`config.mk`:
```
export PLATFORM = sky130hd
export DESIGN_NAME = program_counter
export DESIGN_NICKNAME = d
export VERILOG_FILES = /design/src/rtl/program_counter.sv
export SDC_FILE = /design/constraint.sdc
export NUM_CORES = 1
export LEC_CHECK = 0
export ABC_AREA = 0
export CORE_AREA = 5 5 42 44
export CTS_CLUSTER_SIZE = 14
export DETAILED_ROUTE_END_ITERATION = 8
export DIE_AREA = 0 0 47 49
export SETUP_SLACK_MARGIN = 0.4
export SLEW_MARGIN = 20
export SYNTH_ARGS = -nofsm -noshare
export SYNTH_HDL_FRONTEND = slang
export SYNTH_SLANG_ARGS = --single-unit
```
`constraint.sdc`:
```
create_clock -name clk -period 1.4 [get_ports clk]
set_clock_uncertainty 0.05 [all_clocks]
set_input_delay 0.28 -clock clk [delete_from_list [all_inputs] [get_ports clk]]
set_output_delay 0.28 -clock clk [all_outputs]
set_load 0.05 [all_outputs]
```
`src/rtl/program_counter.sv`:
```
// Program counter for the instruction-fetch stage.
// Each rising edge either loads an absolute branch target or advances by a
// fixed increment. The increment wraps modulo 2^PC_WIDTH. An active-low
// asynchronous reset forces the counter to RESET_VECTOR.
module program_counter #(
  parameter int unsigned PC_WIDTH     = 8,
  parameter int unsigned RESET_VECTOR = 0,
  parameter int unsigned INCREMENT    = 1
) (
  input  logic                clk,
  input  logic                reset,    // active-low, asynchronous
  input  logic                branch,
  input  logic [PC_WIDTH-1:0] target,
  output logic [PC_WIDTH-1:0] progCtr
);

  // Number of distinct addresses. It is held in 64 bits so the range checks
  // below stay exact even when PC_WIDTH is 32.
  localparam longint unsigned PC_RANGE = 64'd1 << PC_WIDTH;

  // Reject parameter sets that cannot be represented in the counter.
  if (PC_WIDTH == 0 || PC_WIDTH > 32) begin : g_bad_width
    $error("program_counter: PC_WIDTH must be between 1 and 32");
  end
  if (longint'(RESET_VECTOR) >= PC_RANGE) begin : g_bad_reset_vector
    $error("program_counter: RESET_VECTOR does not fit in PC_WIDTH bits");
  end
  if (INCREMENT == 0 || longint'(INCREMENT) >= PC_RANGE) begin : g_bad_increment
    $error("program_counter: INCREMENT must be in 1 .. 2^PC_WIDTH-1");
  end

  localparam logic [PC_WIDTH-1:0] RST_VAL = PC_WIDTH'(RESET_VECTOR);
  localparam logic [PC_WIDTH-1:0] INC_VAL = PC_WIDTH'(INCREMENT);

  logic [PC_WIDTH-1:0] pc_q;
  logic [PC_WIDTH-1:0] pc_d;

  // Next address: a branch overrides the sequential step. The sum is
  // truncated to PC_WIDTH bits, so wrap-around needs no extra logic.
  always_comb begin
    // NOTE: assign a default first, so that every path writes pc_d and no latch is inferred.
    pc_d = pc_q + INC_VAL;
    if (branch) begin
      pc_d = target;
    end
  end

  // PC register. Reset takes effect at once and holds while reset is low.
  always_ff @(posedge clk or negedge reset) begin
    // NOTE: use non-blocking (<=) for all clocked state, so every register sees pre-edge values.
    if (!reset) begin
      pc_q <= RST_VAL;
    end else begin
      pc_q <= pc_d;
    end
  end

  // The output comes straight from the register, so it has no combinational path from the inputs.
  assign progCtr = pc_q;

endmodule

```
==> metrics.md, run 1 <==
| Metric | Value |
|---|---|
| Critical path endpoint category | `flop` |
| GP Congestion | `about 0.75` |
| FF-to-FF setup slack | `0.13 ns` |
| Worst skew pair latency | `0.25 ns` |
| Max clock buf depth | `2` |
| R2r startpoint | `progCtr[0]` |
| Critical Path Source | `progCtr[0]` |
| Power Total | `947 µW` |
| Total gr overflow | `0` |
| Final Hold Fails | `0` |
| LEAKAGE | `0.369 nW` |
| Cell Area, Synth | `approximately 420 µm²` |
| RSZ-0062 raised after global routing | `true` |
| PwrDens | `1090 nW/µm²` |
| Dominant cell type by area after synthesis | `dfrtp_1` |
| Cell variety after synth | `14` |
| Top cell type's share of synthesized area | `0.480` |
| Worst VDD drop | `~0.00066 V` |
| Vias in the first global route | `463` |
| Nets@finish | `87` |
| Die X | `47 µm` |
| PortBufs | `18` |
| Initial Utilization | `0.297` |
| Mean post-synth cell area | `9.47 µm²` |
| Setup TNS | `0 ns` |
| Status | `finished, final reports clean` |
| I/O Pins | `19` |
| Syn nets | `56` |
| Root Driver | `clkbuf_4` |
| CP delay by family, top | `simple AND/OR/NAND/NOR gates` |
| Initial detailed-routing violation count | `9` |
| Seq cells post-synth | `8` |
| Antenna violations before repair | `0` |
| CTS Sinks | `8` |
| DRC viols | `0` |
| Pre-Repair DR Iteration Count | `4` |
| Critical Path, Cell by Cell | `ha_4, nand2_4, or4_4, nand3_2` |
| Final wirelength | `1.31 mm` |
| Worst r2r path cells | `4` |
| Max FFs per register | `8` |
| Post-synth EDFFs | `0` |
| Largest net degree at the start of global routing | `9` |
| Crit Path Max Fanout | `4` |
| Seq/Total Area, Yosys | `0.480` |
| Tcrit/Tclk final | `0.908` |
| Die footprint | `about 2300 µm²` |
| Maximum Capacitance Violations | `0` |
| Wire per inst | `between 10 and 15 µm` |
| Crit Path Category | `flop to flop` |
| Synth top area cells | `dfrtp_1, nand2_1, nand3_1, or4_1, o21ai_0` |
| First-pass GRT wire length | `between 1.5 and 2 mm` |
| DPL Wire Length | `813 µm` |
| FF-to-FF End | `progCtr[6]` |
| Crit path required time | `1.54 ns` |
| Final setup vio count | `0` |
| Ant diodes | `0` |
| # rows | `14` |
| Core Box Area | `1400 µm²` |
| Vias per cell | `4.91` |
| Startpoint Class | `flop` |
| Slew @ Worst Pin | `between 0.3 and 0.4 ns` |
| Yosys warns | `0` |
| Area grow syn2layout | `108%` |
| DIE HEIGHT | `between 40 and 50 µm` |
| Clk pin slew, worst setup/hold paths | `0.06 ns` |
| Critical path's largest stage delay | `0.45 ns` |
| Most numerous cell in the Yosys netlist | `nand2_1` |
| Cells after Synth | `44` |
| DRT antenna net count | `0` |
| Worst path depth | `4` |
| CTS tree | `yes` |
| Worst path buffer plus inverter count | `0` |
| Post-synth ARST share | `1.00` |
| DR vias | `between 400 and 500` |
| Slowest CP cell | `dfrtp_2` |
| Share of cells above drive strength 1 | `0.514` |
| Final count of pins violating max slew | `0` |
| Commonest cells in the synthesized netlist | `nand2_1, dfrtp_1, nand3_1, o21ai_0` |
| H-tree depth | `1` |
| Top FF cell, synth | `dfrtp_1` |
| Last element of the critical path | `progCtr[6]` |
| Tmin final | `1.27 ns` |
| Worst hold path class | `input port to async pin` |
| CTS Buf Count | `3` |
| Arrival @ worst endpoint | `1.41 ns` |
| All-layer global routing usage | `0.119` |
| Max Freq | `0.786 GHz` |
| Slew margin rel. | `0.741` |
[power by group]
| part | internal [mW] | switching, mW |
|---|---|---|
| clock | 0.109 | 0.0859 |
| sequential | 0.265 | 0.0670 |
| combinational | 0.229 | 0.190 |
[final cells by class]
cell class | count | area, µm²
multi-input cells | 34 | 270
fillers | 126 | 536
clock buffers | 4 | 26.3
flip-flops and latches | 8 | 208
repair buffers | 28 | 342
well taps | 16 | 20.0
[metrics by stage]
step	utilization	area (µm²)	cells	setup WS (ns)	hold WS, ns
finish	0.618	866	90	0.128	0.261
global placement	0.520	728	79	-0.108	0.506
floorplan	-	440	44	-0.0199	-0.0656
detailed placement	0.520	728	79	-0.144	0.508
CTS	0.589	826	88	0.133	0.279
global route	0.618	866	90	0.104	0.301
[layer usage]
metal  part of all wire  track usage
met1               0.40        0.135
met2               0.54        0.204
met3              0.043       0.0332
met4              0.011       0.0415
met5                  0            0
[worst reg2reg max path: stages (launching register included)]
cell	delay, ns
dfrtp_2	0.45
ha_4	0.17
nand2_4	0.05
or4_4	0.42
nand3_2	0.07
[how the worst min path moves through the flow]
stage | cells past startpoint | start | slack [ns] | to
floorplan | 0 | reset | -0.07 | progCtr[0]
global placement | 1 | progCtr[0] | 0.51 | progCtr[0]
detailed placement | 1 | progCtr[0] | 0.51 | progCtr[0]
CTS | 1 | reset | 0.28 | progCtr[5]
global route | 1 | reset | 0.30 | progCtr[5]
finish | 1 | reset | 0.26 | progCtr[5]
[logic make-up after synthesis]
group | Yosys count | share of synthesized area
xor+xnor | 3 | 0.0631
simple gates | 22 | 0.279
compound gates | 7 | 0.0841
fa+ha+maj | 1 | 0.0300
mux | 1 | 0.0270
flops | 8 | 0.480
buf+inv | 2 | 0.0360
[layout by cell type, fill, tap and decap left out, types with 3 or more instances in the layout]
master,synthesis,layout
o21ai_0,4,4
dfrtp_2,0,6
nor2b_1,3,3
clkbuf_4,0,3
nand3_2,1,3
buf_4,2,8
buf_12,0,8
nand2_1,9,8
clkdlybuf4s50_1,0,9
o21ai_1,3,3
[repair_timing]
item | in CTS | in global routing
setup buffers | 5 | 2
resized for setup | 8 | 5
hold buffers | 0 | 0
setup endpoints to repair | 16 | 15
pin swaps | 8 | 7
Note: power is estimated with default switching activity, not from simulation.
==> run 2, diff against run 1 <==
--- a/config.mk
+++ b/config.mk
@@ -10,6 +10,7 @@
 export CTS_CLUSTER_SIZE = 14
 export DETAILED_ROUTE_END_ITERATION = 8
 export DIE_AREA = 0 0 47 49
+export MAX_ROUTING_LAYER = met4
 export SETUP_SLACK_MARGIN = 0.4
 export SLEW_MARGIN = 20
 export SYNTH_ARGS = -nofsm -noshare
==> metrics.md, run 2 (synthesis gave the netlist of run 1 again) <==
| Metric | Value |
|---|---|
| Largest net degree at the start of global routing | `9 (unchanged)` |
| # rows | `14 (unchanged)` |
| Critical Path, Cell by Cell | `ha_4, nand2_4, or4_4, nand3_2` |
| Startpoint Class | `flop` |
| Slew margin rel. | `0.741 (unchanged)` |
| PortBufs | `18 (unchanged)` |
| Worst path buffer plus inverter count | `0 (unchanged)` |
| All-layer global routing usage | `0.122 (+0.00303)` |
| Core Box Area | `1400 µm² (unchanged)` |
| Worst skew pair latency | `0.25 ns (about the same)` |
| CTS Hold Bufs | `0 (unchanged)` |
| Crit Path Max Fanout | `4 (unchanged)` |
| First-pass GRT wire length | `1.98 mm (+0.35%)` |
| Antenna violations before repair | `0 (unchanged)` |
| DPL Wire Length | `813 µm (unchanged)` |
| Initial Utilization | `0.297 (unchanged)` |
| Root Driver | `clkbuf_4` |
| Slew @ Worst Pin | `0.388 ns (unchanged)` |
| Final count of pins violating max slew | `0 (unchanged)` |
| Slowest CP cell | `dfrtp_2` |
| DRC viols | `0 (unchanged)` |
| Clk pin slew, worst setup/hold paths | `0.06 ns (about the same)` |
| Tmin final | `1.27 ns (-0.00000900 ns)` |
| GP Congestion | `0.754 (+1.3%)` |
| Critical path's largest stage delay | `0.45 ns (about the same)` |
| Maximum Capacitance Violations | `0 (unchanged)` |
| FF-to-FF setup slack | `0.13 ns (about the same)` |
| Pre-Repair DR Iteration Count | `4 (unchanged)` |
| Hold_ws | `0.261 ns (+0.00000200 ns)` |
| PwrDens | `1090 nW/µm² (about the same)` |
| Critical Path Source | `progCtr[0]` |
| Non-filler cells, final | `90 (unchanged)` |
| CTS Sinks | `8 (unchanged)` |
| Placed cell count | `79 (unchanged)` |
| Max Freq | `0.786 GHz (about the same)` |
| DRT antenna net count | `0 (unchanged)` |
| Final wirelength | `1.31 mm (unchanged)` |
| Total gr overflow | `0 (unchanged)` |
| Power Total | `947 µW (about the same)` |
| Crit Path Category | `flop to flop` |
| RSZ-0062 raised after global routing | `true` |
| Nets@finish | `87 (unchanged)` |
| Ant diodes | `0 (unchanged)` |
| Critical path endpoint category | `flop` |
| Commonest non-fill, non-tap cell in the layout | `clkdlybuf4s50_1` |
| Crit path required time | `1.54 ns (about the same)` |
| Wire per inst | `14.5 µm (unchanged)` |
| Arrival @ worst endpoint | `1.41 ns (about the same)` |
| I/O Pins | `19 (unchanged)` |
| Fill count | `126 (unchanged)` |
| DR vias | `442 (unchanged)` |
| Area grow syn2layout | `108% (unchanged)` |
| Worst VDD drop | `0.000664 V (about the same)` |
| Max FFs per register | `8 (unchanged)` |
| Final setup vio count | `0 (unchanged)` |
| Max clock buf depth | `2 (unchanged)` |
| LEAKAGE | `0.369 nW (unchanged)` |
| CTS Buf Count | `3 (unchanged)` |
| H-tree depth | `1 (unchanged)` |
| Status | `finished, final reports clean` |
| Tcrit/Tclk final | `0.908 (about the same)` |
| Share of cells above drive strength 1 | `0.514 (unchanged)` |
| Initial detailed-routing violation count | `9 (unchanged)` |
| Final Hold Fails | `0 (unchanged)` |
| Most frequent cells in the layout | `clkdlybuf4s50_1, nand2_1, buf_12, buf_4, dfrtp_2` |
| CP delay by family, top | `simple AND/OR/NAND/NOR gates` |
| Vias in the first global route | `463 (unchanged)` |
| DIE HEIGHT | `49 µm (unchanged)` |
| CTS tree | `yes` |
| Worst hold path class | `input port to async pin` |
| Die X | `47 µm (unchanged)` |
| Setup TNS | `0 ns (unchanged)` |
| Die footprint | `2300 µm² (unchanged)` |
| R2r startpoint | `progCtr[0]` |
| Vias per cell | `4.91 (unchanged)` |
==> run 2: cell counts in the layout (fill, tap and decap cells not counted) <==
Identical to the previous run, type by type.
==> run 2: final cells by class <==
type	instances	area, µm²	area share
clock buffers	4	26.3	0.0303
multi-input cells	34	270	0.312
flip-flops and latches	8	208	0.240
well taps	16	20.0	0.0231
repair buffers	28	342	0.395
==> run 2: per-stage QoR <==
stage | instance area (µm²) | setup WS [ns] | utilization
finish | 866 | 0.128 | 0.618
global route | 866 | 0.104 | 0.618
CTS | 826 | 0.133 | 0.589
detailed placement | 728 | -0.144 | 0.520
global placement | 728 | -0.108 | 0.520
floorplan | 440 | -0.0199 | -
==> run 2: final timing paths <==
| kind | endpoint | depth (start not counted) |
|---|---|---|
| worst max-delay path | progCtr[6] | 4 |
| worst min-delay path | progCtr[5] | 1 |
| worst max register to register | progCtr[6] | 4 |
| worst min register to register | progCtr[0] | 1 |
| max in group asynchronous | progCtr[3] | 1 |
| min in group clk | progCtr[2] | 3 |
==> run 2: where the power goes <==
part	switching, mW	leakage [nW]	internal (mW)
registers	0.0670	0.0898	0.265
clock network	0.0859	0.0150	0.109
logic	0.190	0.264	0.229
==> run 2: per-layer routing <==
| layer | global-route usage | routed length (µm) | vias to the layer above |
|---|---|---|---|
| li1 | - | - | 217 |
| met1 | 0.135 | 529 | 211 |
| met2 | 0.204 | 708 | 12 |
| met3 | 0.0332 | 56 | 2 |
| met4 | 0.0415 | 14 | 0 |
| met5 | - | 0 | - |
==> run 2: repair_timing <==
action | CTS | global route
endpoints found under the setup margin | 16 | 15
buffers inserted | 5 | 2
resized for setup | 8 | 5
pin swaps | 8 | 7
==> run 3, diff against run 2 <==
--- a/config.mk
+++ b/config.mk
@@ -5,7 +5,7 @@
 export SDC_FILE = /design/constraint.sdc
 export NUM_CORES = 1
 export LEC_CHECK = 0
-export ABC_AREA = 0
+export ABC_AREA = 1
 export CORE_AREA = 5 5 42 44
 export CTS_CLUSTER_SIZE = 14
 export DETAILED_ROUTE_END_ITERATION = 8
==> metrics.md, run 3 <==
| Metric | Value |
|---|---|
| Status | `finished, final reports clean` |
| Critical path's largest stage delay | `0.45 ns (about the same)` |
| Synth top area cells | `dfrtp_1, nand2_1, nand3_1, inv_1, o21ai_0` |
| Vias in the first global route | `477 (+3.0%)` |
| DRC viols | `0 (unchanged)` |
| Core Box Area | `1400 µm² (unchanged)` |
| Arrival @ worst endpoint | `0.87 ns (-0.54 ns)` |
| # rows | `14 (unchanged)` |
| Clock power frac | `0.222 (+0.016)` |
| PwrDens | `1020 nW/µm² (-6.8%)` |
| Post-synth EDFFs | `0 (unchanged)` |
| Post-synthesis adder-cell area fraction | `0.0287 (-0.00138)` |
| Mean post-synth cell area | `7.40 µm² (-22%)` |
| Wire per inst | `11.3 µm (-23%)` |
| Die X | `47 µm (unchanged)` |
| Dominant cell type by area after synthesis | `dfrtp_1` |
| Post-synthesis compound-gate area fraction | `0.0831 (-0.000990)` |
| DR vias | `496 (+12%)` |
| Fill count | `125 (-0.79%)` |
| Startpoint Class | `flop` |
| Post-synth ARST share | `1.00 (unchanged)` |
| CTS Hold Bufs | `0 (unchanged)` |
| All-layer global routing usage | `0.123 (+0.000638)` |
| Total gr overflow | `0 (unchanged)` |
| Die footprint | `2300 µm² (unchanged)` |
| Maximum Capacitance Violations | `0 (unchanged)` |
| Part of the power in registers | `0.344 (-0.007)` |
| Pre-Repair DR Iteration Count | `4 (unchanged)` |
| CP delay by family, top | `flip-flops` |
| Largest net degree at the start of global routing | `9 (unchanged)` |
| Initial Utilization | `0.312 (+0.0143)` |
| CTS Sinks | `8 (unchanged)` |
| Highest Signal Layer | `met4` |
| Final Hold Fails | `0 (unchanged)` |
| Final count of pins violating max slew | `0 (unchanged)` |
| Crit Path Category | `flop to primary output` |
| H-tree depth | `1 (unchanged)` |
| Sw frac | `0.353 (-0.00943)` |
| Slowest CP cell | `dfrtp_2` |
| Main combinational cell family by area after synthesis | `simple AND/OR/NAND/NOR gates` |
| DPL Wire Length | `894 µm (+10%)` |
| Worst hold path class | `input port to async pin` |
| Syn nets | `71 (+27%)` |
| Antenna violations before repair | `0 (unchanged)` |
| FF-to-FF End | `progCtr[7]` |
| Crit Path Max Fanout | `3 (-1)` |
| Critical Path, Cell by Cell | `buf_12` |
| Cells after Synth | `59 (+34%)` |
| Commonest cells in the synthesized netlist | `nand2_1, dfrtp_1, nand3_1, inv_1` |
| CTS tree | `yes` |
| Initial detailed-routing violation count | `18 (+9)` |
| LEAKAGE | `0.407 nW (+10%)` |
| Worst path buffer plus inverter count | `1 (+1)` |
| Combinational share of power | `0.434 (-0.009)` |
| Internal Dissipation | `563 µW (-6.8%)` |
| Slew margin rel. | `0.755 (+0.0147)` |
| Tcrit/Tclk final | `0.858 (-0.0501)` |
| Post-layout util | `0.609 (-0.00893)` |
| Nets@finish | `103 (+18%)` |
| Root Driver | `clkbuf_4` |
| R2r startpoint | `progCtr[0]` |
| Critical path endpoint category | `primary output` |
| Seq cells post-synth | `8 (unchanged)` |
| Max FFs per register | `8 (unchanged)` |
| DIE HEIGHT | `49 µm (unchanged)` |
| Top FF cell, synth | `dfrtp_1` |
| DRT antenna net count | `0 (unchanged)` |
| Wire length on met2 | `585 µm (-17%)` |
| Vias per cell | `4.68 (-4.7%)` |
| Most numerous cell in the Yosys netlist | `nand2_1` |
| Simple-Gate Fraction of Synth Area | `0.352 (+0.0732)` |
| First-pass GRT wire length | `1.99 mm (+0.35%)` |
| Area grow syn2layout | `95.4%` |
| Seq/Total Area, Yosys | `0.458 (-0.0220)` |
| Post-synthesis mux area share | `0 (-0.0270)` |
| Top cell type's share of synthesized area | `0.458 (-0.0220)` |
| CTS Buf Count | `3 (unchanged)` |
| Yosys warns | `0 (unchanged)` |
| Most frequent cells in the layout | `nand2_1, clkdlybuf4s50_1, buf_4` |
| Cell variety after synth | `14 (unchanged)` |
| PortBufs | `18 (unchanged)` |
| FF-to-FF setup slack | `0.25 ns (+0.12 ns)` |
| Share of cells above drive strength 1 | `0.400 (-0.114)` |
| Synth Area in XOR/XNOR | `0 (-0.0631)` |
| Setup TNS | `0 ns (unchanged)` |
| Max Freq | `0.832 GHz (+5.8%)` |
| Net Switching | `307 µW (-11%)` |
| GP Congestion | `0.710 (-5.8%)` |
| Met3 wire length | `78 µm (+39%)` |
| Worst r2r path cells | `6 (+2)` |
| RSZ-0062 raised after global routing | `true` |
| Ant diodes | `0 (unchanged)` |
| Max clock buf depth | `2 (unchanged)` |
| Final wirelength | `1.19 mm (-8.8%)` |
| Cell Area, Synth | `437 µm² (+4.8%)` |
| Worst skew pair latency | `0.26 ns (about the same)` |
| Crit path required time | `1.07 ns (-0.47 ns)` |
| Worst VDD drop | `0.000506 V (-24%)` |
| Tmin final | `1.20 ns (-0.0702 ns)` |
| Slew @ Worst Pin | `0.366 ns (-0.0220 ns)` |
| Clk pin slew, worst setup/hold paths | `0.07 ns (about the same)` |
| Commonest non-fill, non-tap cell in the layout | `nand2_1` |
| I/O Pins | `19 (unchanged)` |
| M1 WL | `513 µm (-3.0%)` |
| Final setup vio count | `0 (unchanged)` |
[run 3: cell types whose count changed after synthesis, moves of 2 or more]
| cell | change |
|---|---|
| nor2b_1 | -3 |
| nand3_1 | +2 |
| inv_1 | +6 |
| o21ai_1 | -3 |
| nor2_1 | +3 |
| nand2_1 | +15 |
| or4_1 | -3 |
| xor2_1 | -2 |
[run 3: cell type report]
type	count	area, µm²	share of cell area
clock buffer	4	26.3	0.0308
tap	16	20.0	0.0235
sequential	8	209	0.245
timing repair buffer	28	335	0.393
multi-input combinational	43	236	0.277
inverter	7	26.3	0.0308
[run 3: through the flow]
| step | power [mW] | instance area, µm² | hold WS (ns) | instances | worst slack [ns] |
|---|---|---|---|---|---|
| after floorplan | 0.460 | 465 | -0.0656 | 59 | 0.156 |
| after global placement | 0.632 | 746 | 0.522 | 93 | 0.193 |
| after detailed placement | 0.636 | 746 | 0.530 | 93 | 0.186 |
| after CTS | 0.871 | 838 | 0.266 | 105 | 0.191 |
| after global routing | 0.923 | 853 | 0.270 | 106 | 0.162 |
| final | 0.870 | 853 | 0.249 | 106 | 0.198 |
[run 3: worst max-delay path by stage]
stage | start | end | cells past startpoint
global route | progCtr[0] | progCtr[7] | 6
floorplan | progCtr[0] | progCtr[6] | 6
finish | progCtr[1] | progCtr[1] | 1
CTS | progCtr[1] | progCtr[1] | 1
detailed placement | branch | progCtr[2] | 4
global placement | branch | progCtr[4] | 4
[run 3: cells by family (layout without fill, tap and decap cells)]
logic type | after synthesis | count (layout)
DFF | 8 | 8
buffers and inverters | 8 | 39
and+or+nand+nor | 36 | 36
AOI/OAI and AO/OA | 6 | 6
adders and majority gates | 1 | 1
[run 3: power by group through the flow]
stage	registers, mW	logic, mW	clock network [mW]
floorplan	0.383	0.0770	0
global placement	0.312	0.319	0
detailed placement	0.313	0.323	0
CTS	0.299	0.374	0.197
global route	0.305	0.401	0.217
finish	0.299	0.377	0.193
[run 3: per-layer routing]
metal	up-vias	global-route usage
li1	247	-
met1	231	0.157
met2	16	0.163
met3	2	0.0480
met4	0	0.0645
met5	-	-
[run 3: timing repair]
item / in CTS / in global routing
hold endpoints to repair: 0 / 0
setup endpoints to repair: 13 / 14
setup buffers: 8 / 1
gates resized for setup: 2 / 2
pin swaps: 1 / 0
==> patch (flow settings as in run 2) <==
Put one more register stage on the output `progCtr`, without a reset. The value now appears one clock later.
--- a/src/rtl/program_counter.sv
+++ b/src/rtl/program_counter.sv
@@ -56,7 +56,9 @@
   end
 
   // The output comes straight from the register, so it has no combinational path from the inputs.
-  assign progCtr = pc_q;
+  always_ff @(posedge clk) begin
+    progCtr <= pc_q;
+  end
 
 endmodule
 
Check against the original RTL: not equivalent (Yosys sat finds a counterexample within 4 cycles, from zero or initial values and one cycle with reset low).
==> patch against run 2 <==
Sequential cell count rose by 8; setup slack improved by 43 ps; final area rose by 16%; wire length fell by 4.3%; via count rose by 14%; area after synthesis rose by 38%; synthesized cell count rose by 18%; power rose by 37%.
==> patch: results (changes against run 2) <==
| Metric | Value |
|---|---|
| Vias in the first global route | `447 (-3.5%)` |
| R2R Path Start | `pc_q[3]$_DFF_PN0_` |
| Crit path max fanout | `5 (+1)` |
| Reg2Reg Setup Slack | `170 ps (+40 ps)` |
| Beginning of the critical path | `pc_q[3]$_DFF_PN0_` |
| Clock Power Share | `23.0% (+2.4 points)` |
| GRT Total Usage | `11.8% (-0.40 points)` |
| Synth Area in Compound Gates | `6.07% (-2.3 points)` |
| Share of cells above drive strength 1 | `45.8% (-5.6 points)` |
| # resized after CTS | `13 (+5)` |
| DRT iter0 DRCs | `5 (-4)` |
| Primary FF master, synth | `dfxtp_1` |
| Final net count | `96 (+10%)` |
| Post-synthesis mux area share | `1.95% (-0.75 points)` |
| Final GP Congestion | `0.727 (-3.7%)` |
| Worst vdd ir | `772 uV (+16%)` |
| Via Count | `505 (+14%)` |
| Commonest cells post-synth | `nand2_1 (9), dfrtp_1 (8), dfxtp_1 (8)` |
| Worst Tran Pin Value | `400 ps (+12.0 ps)` |
| Clk slew on worst S/H paths | `90 ps (+30 ps)` |
| Setup bufs post-CTS | `6 (+1)` |
| Largest net degree at the start of global routing | `10 (+1)` |
| Sequential share of power | `45.0% (+9.9 points)` |
| Reg2Reg Capture Point | `pc_q[7]$_DFF_PN0_` |
| Outcome | `complete, no violations` |
| Xor/xnor share of the synthesized area | `4.56% (-1.8 points)` |
| Post-synth ARST share | `50.0% (-50 points)` |
| Wirelength, routed | `1.25 mm (-4.3%)` |
| Clock latency on the worst-skew pair | `280 ps (+30 ps)` |
| Netlist cell types | `15 (+1)` |
| TritonRoute pass-1 iters | `2 (-2)` |
| Sequential share of the synthesized area | `62.5% (+14 points)` |
| First-pass GRT wire length | `1.83 mm (-7.7%)` |
| Synth top area cells | `dfrtp_1 (35%), dfxtp_1 (28%), nand2_1 (5.9%), nand3_1 (4.3%), or4_1 (3.9%)` |
| Leakage | `0.000430 uW (+17%)` |
| Worst r2r path cells | `3 (-1)` |
-- patch: cell count changes after synthesis, sizes merged --
cell,run 2,this run
dfxtp,0,8
-- patch: routing by layer --
metal  vias to the layer above  wire length [um]  global-route usage (%)
met5                         -                 0                       -
met4                         0                46                    9.68
met3                         5                78                    2.21
met2                        16               632                    17.2
met1                       241               496                    13.4
li1                        243                 -                       -
-- patch: how the worst min path moves through the flow --
| stage | startpoint | endpoint | depth (start not counted) |
|---|---|---|---|
| CTS | reset | pc_q[7]$_DFF_PN0_ | 1 |
| global route | reset | pc_q[2]$_DFF_PN0_ | 1 |
| floorplan | reset | pc_q[0]$_DFF_PN0_ | 0 |
| finish | reset | pc_q[7]$_DFF_PN0_ | 1 |
| global placement | pc_q[7]$_DFF_PN0_ | progCtr[7]$_DFF_P_ | 0 |
| detailed placement | pc_q[7]$_DFF_PN0_ | progCtr[7]$_DFF_P_ | 0 |
-- patch: stage by stage --
stage	std cells	setup TNS, ps	setup WS [ps]	power (uW)	instance area [um^2]
floorplan	52	0	237	748	593
global placement	87	-352	-99.1	938	881
detailed placement	87	-484	-137	946	881
CTS	97	0	176	1300	985
global route	99	0	120	1350	1010
finish	99	0	171	1300	1010
-- patch: layout make-up --
type | count | area [um^2]
timing repair buffer | 29 | 349
fill | 108 | 395
clock buffer | 4 | 36.3
tap | 16 | 20.0
multi-input combinational | 34 | 228
sequential | 16 | 373
-- patch: worst max-delay path, cell delays in order (launching register included) --
cell and delay, ps:
dfrtp_2 410, nand4_1 130, or4_1 480, nand3_1 100
-- patch: cells by family (layout without fill, tap and decap cells) --
group                    Yosys count  after routing
AO/OA/AOI/OAI                      7              7
AND/OR/NAND/NOR                   22             22
adder cells (fa/ha/maj)            1              1
buffers and inverters              2             33
flip-flops                        16             16
XOR/XNOR                           3              3
multiplexers                       1              1
